## src/rtl/chunked_subtractor.sv

```systemverilog
// Iterative N-bit subtractor: diff = a - b - bin, computed W bits per clock, LSB chunk first.
// Results are published only on the final chunk; intermediate work stays internal.
module chunked_subtractor #(
    parameter int N = 16,
    parameter int W = 4
) (
    input  logic         clk,
    input  logic         rst_n,
    input  logic         start,
    input  logic [N-1:0] a,
    input  logic [N-1:0] b,
    input  logic         bin,
    output logic         busy,
    output logic         done,
    output logic [N-1:0] diff,
    output logic         bout,
    output logic         ovf
);
    localparam int C  = N / W;
    localparam int IW = (C > 1) ? $clog2(C) : 1;

    typedef enum logic {IDLE, RUN} state_t;

    state_t         state_reg, state_next;
    logic [IW-1:0]  idx_reg, idx_next;
    logic           borrow_reg, borrow_next;
    logic [N-1:0]   a_reg, a_next;
    logic [N-1:0]   b_reg, b_next;
    logic [N-1:0]   work_reg, work_next;
    logic [N-1:0]   diff_reg, diff_next;
    logic           bout_reg, bout_next;
    logic           ovf_reg, ovf_next;
    logic           done_reg, done_next;

    logic [W-1:0]   a_chunk [C];
    logic [W-1:0]   b_chunk [C];
    logic [W:0]     chunk_sum;
    logic [W-1:0]   chunk_res;
    logic           chunk_carry;
    logic [N-1:0]   merged;

    // Subtraction as a + ~b + carry-in, where carry-in is the inverted borrow.
    assign chunk_sum   = {1'b0, a_chunk[idx_reg]} + {1'b0, ~b_chunk[idx_reg]}
                       + {{W{1'b0}}, ~borrow_reg};
    assign chunk_res   = chunk_sum[W-1:0];
    assign chunk_carry = chunk_sum[W];

    generate
        for (genvar gi = 0; gi < C; gi++) begin : g_chunk
            assign a_chunk[gi] = a_reg[gi*W +: W];
            assign b_chunk[gi] = b_reg[gi*W +: W];
            // Work word with the chunk being processed this cycle already inserted.
            assign merged[gi*W +: W] = (int'(idx_reg) == gi) ? chunk_res : work_reg[gi*W +: W];
        end
    endgenerate

    always_comb begin
        state_next  = state_reg;
        idx_next    = idx_reg;
        borrow_next = borrow_reg;
        a_next      = a_reg;
        b_next      = b_reg;
        work_next   = work_reg;
        diff_next   = diff_reg;
        bout_next   = bout_reg;
        ovf_next    = ovf_reg;
        done_next   = 1'b0;
        case (state_reg)
            IDLE: begin
                if (start) begin
                    a_next      = a;
                    b_next      = b;
                    borrow_next = bin;
                    idx_next    = '0;
                    state_next  = RUN;
                end
            end
            RUN: begin
                work_next   = merged;
                borrow_next = ~chunk_carry;
                idx_next    = idx_reg + IW'(1);
                if (idx_reg == IW'(C - 1)) begin
                    diff_next  = merged;
                    bout_next  = ~chunk_carry;
                    ovf_next   = (a_reg[N-1] != b_reg[N-1]) && (merged[N-1] != a_reg[N-1]);
                    done_next  = 1'b1;
                    idx_next   = '0;
                    state_next = IDLE;
                end
            end
            default: state_next = IDLE;
        endcase
    end

    always_ff @(posedge clk or negedge rst_n) begin
        if (!rst_n) begin
            state_reg  <= IDLE;
            idx_reg    <= '0;
            borrow_reg <= 1'b0;
            a_reg      <= '0;
            b_reg      <= '0;
            work_reg   <= '0;
            diff_reg   <= '0;
            bout_reg   <= 1'b0;
            ovf_reg    <= 1'b0;
            done_reg   <= 1'b0;
        end else begin
            state_reg  <= state_next;
            idx_reg    <= idx_next;
            borrow_reg <= borrow_next;
            a_reg      <= a_next;
            b_reg      <= b_next;
            work_reg   <= work_next;
            diff_reg   <= diff_next;
            bout_reg   <= bout_next;
            ovf_reg    <= ovf_next;
            done_reg   <= done_next;
        end
    end

    assign busy = (state_reg == RUN);
    assign done = done_reg;
    assign diff = diff_reg;
    assign bout = bout_reg;
    assign ovf  = ovf_reg;
endmodule

```

## config.mk

```make
export PLATFORM = sky130hd
export DESIGN_NAME = chunked_subtractor
export DESIGN_NICKNAME = d
export VERILOG_FILES = /design/src/rtl/chunked_subtractor.sv
export SDC_FILE = /design/constraint.sdc
export NUM_CORES = 1
export LEC_CHECK = 0
export CORE_MARGIN = 2
export CORE_UTILIZATION = 59
export CTS_CLUSTER_SIZE = 16
export DETAILED_ROUTE_END_ITERATION = 6
export DONT_BUFFER_PORTS = 1
export PLACE_DENSITY = 0.75
export SETUP_SLACK_MARGIN = 0.05
export SYNTH_ARGS = -nofsm -noshare
export SYNTH_HDL_FRONTEND = slang
export SYNTH_SLANG_ARGS = --single-unit
```

## constraint.sdc

```tcl
create_clock -name clk -period 6.82 [get_ports clk]
set_input_delay 0.682 -clock clk [delete_from_list [all_inputs] [get_ports clk]]
set_output_delay 0.682 -clock clk [all_outputs]
set_load 0.05 [all_outputs]
```

==> impl_metrics.tcl <==
set metrics [dict create \
    status "finished clean" \
    clk_latency_ps 340 \
    netlist_instances 244 \
    crit_family "adder cells" \
    die_x_um 76.19 \
    grt_pass1_vias 1845 \
    skew_ps 7.221 \
    cts_setup_buffers 0 \
    synth.area.mux_share 0.2125 \
    portBuffers 0 \
    min_path_type "in -> async" \
    final_antenna_net_count 0 \
    final_net_count 287 \
    r2r-start "idx_reg[0]" \
    use_met1 0.2568 \
    antenna_cells 0 \
    synthFlopType "dfrtp_1" \
    cts_root_buffer "clkbuf_8" \
    synth_simple_gate_area_frac 0.07692 \
    synth_edf_count 0 \
    seqCellArea_um2 1677 \
    hpwl_um 3623 \
    rsz0062_at_grt "false" \
    min_period_over_period 0.4030 \
    async_flop_share 1.000 \
    rr_worst_depth 7 \
    wl_um 5106 \
    fmax_ghz 0.3639 \
    cts_num_sinks 67 \
    viasPerCell 5.464 \
    cp_data_required_time_ps 7060 \
    timing.setup.tns_ps 0 \
    synth_nets 289 \
    grt_pass1_wl_um 8935 \
    final-setup-viol-count 0 \
    start_util 0.6058 \
    overflow 0 \
    met3_usage 0.07701 \
    busiest_layer "met2" \
    cp_max_fo 12 \
    antenna_found_initial 0 \
    first_iter_violations 85 \
    finalCriticalPeriod_ps 2748 \
    cp_data_arrival_time_ps 2990 \
    hold_violations 0 \
    worstMarginPinSlew_ps 1066 \
    cp.buffers_inverters 2 \
    multiInputGateArea_um2 1260 \
    ys_seq_elements 67 \
    fp-row-count 26 \
    vias 1732 \
    synth.distinct_cells 31 \
    r2r_end "diff[1]" \
    nFillCells 412 \
    slowest_stage "dfrtp_1" \
    slew_violations 0 \
    synth_xor_area_frac 0.01099 \
    critPathKind "reg -> reg" \
    cts.clk_slew.worst_paths_ps 70 \
    io_pins 56 \
    drv_cap 0 \
    drc_errors 0 \
    synth_top_family_by_area "multiplexers" \
    syn_area_um2 3074 \
    r2r_setup_slack_ps 4070 \
    synth_fa_ha_area_frac 0.04151 \
    gp_congestion 0.7461 \
    fp.dieH_um 76.19 \
    hold_buffers 0 \
    cp-start-kind "flip-flop" \
    ys_seq_area_frac 0.5454 \
    yosysWarnings 0 \
    endpoint_kind "flip-flop" \
    h-tree-depth 3 \
    cts_tree "yes" \
    wl_per_cell_um 16.11 \
    synth_area_per_cell_um2 12.60 \
    use_met2 0.3045 \
    drtPass1Iterations 4 \
    grt_usage 0.1980 \
    coreArea_um2 5075 \
    critPathMaxStageDelay_ps 700 \
    cts_buffers 9 \
    synth_compound_area_frac 0.06716 \
    syn2layout_area_growth_pct 7.123 \
    grt_start_max_net_pins 68 \
    layout-drive-gt1-share 0.2389 \
    cts_resized 0 \
    cp_cell_sequence "mux4_2 -> fa_1 -> inv_1 -> fa_1 -> inv_1 -> mux2i_1 -> o21ai_0" \
    cts_buffer_depth 2 \
    dieArea_um2 5804 \
    max_slew_margin 0.2879 \
]
==> synth_stat cells (2+ instances only) <==
cell type	count	share of area
o21ai_0	28	0.046
mux2_2	30	0.11
buf_2	4	0.0065
mux2i_1	9	0.029
nor3b_1	3	0.0073
clkbuf_1	4	0.0049
dfrtp_1	67	0.55
a21o_1	3	0.0073
nor2b_1	2	0.0041
buf_4	2	0.0049
mux4_2	8	0.059
inv_1	12	0.015
fa_1	2	0.013
mux2_1	4	0.015
nor4b_1	2	0.0057
nand2b_1	3	0.0061
a21oi_1	4	0.0065
buf_6	4	0.015
ha_1	7	0.028
nand2_1	34	0.042
nor2_1	2	0.0024
==> metal layers <==
metal,wire [µm],part of all wire
met1,2263,0.44
met3,361,0.071
met5,0,0
met2,2390,0.47
met4,90,0.018
==> layout make-up <==
class                      count  area share
inverter                      12     0.01368
timing repair buffer           1    0.002280
clock inverter                 7     0.02812
multi-input combinational    151      0.3826
tap                           70     0.02660
clock buffer                   9     0.03761
sequential                    67      0.5091
==> through the flow <==
| step | hold WS [ps] | utilization | area (µm²) | instances | setup WS [ps] |
|---|---|---|---|---|---|
| 2_1_floorplan | 386.4 | - | 3074 | 244 | 4454 |
| 3_3_place_gp | 387.9 | 0.6063 | 3077 | 301 | 4072 |
| 3_5_place_dp | 388.0 | 0.6063 | 3077 | 301 | 4035 |
| 4_1_cts | 15.66 | 0.6489 | 3293 | 317 | 4010 |
| 5_1_grt | 5.010 | 0.6489 | 3293 | 317 | 3818 |
| 6_report | 30.43 | 0.6489 | 3293 | 317 | 4072 |
==> logic make-up after synthesis <==
logic type,after synthesis
multiplexers,51
adder cells (fa/ha/maj),9
buffers and inverters,26
flip-flops,67
AO/OA/AOI/OAI,38
AND/OR/NAND/NOR,50
XOR/XNOR,3
==> placed cells by master, fill, tap and decap left out, types with 3 or more instances in the layout <==
master	synthesis	final
a21o_1	3	3
a21oi_1	4	4
clkbuf_8	0	9
clkinvlp_4	0	3
dfrtp_1	67	67
ha_1	7	7
inv_1	12	12
mux2_1	4	4
mux2_2	30	30
mux2i_1	9	9
mux4_2	8	8
nand2_1	34	34
nand2b_1	3	3
nor3b_1	3	3
o21ai_0	28	28
==> worst max path at each step <==
stage / from / end / cells past startpoint
global route: idx_reg[0] / diff[9] / 7
CTS: idx_reg[0] / diff[1] / 7
finish: idx_reg[0] / diff[1] / 7
global placement: idx_reg[0] / diff[9] / 7
detailed placement: idx_reg[0] / diff[1] / 7
floorplan: idx_reg[0] / diff[1] / 8
Power is left out: the tool's default activity adds up to more than one toggle a clock period on the data nets, which glitch-free logic cannot reach.
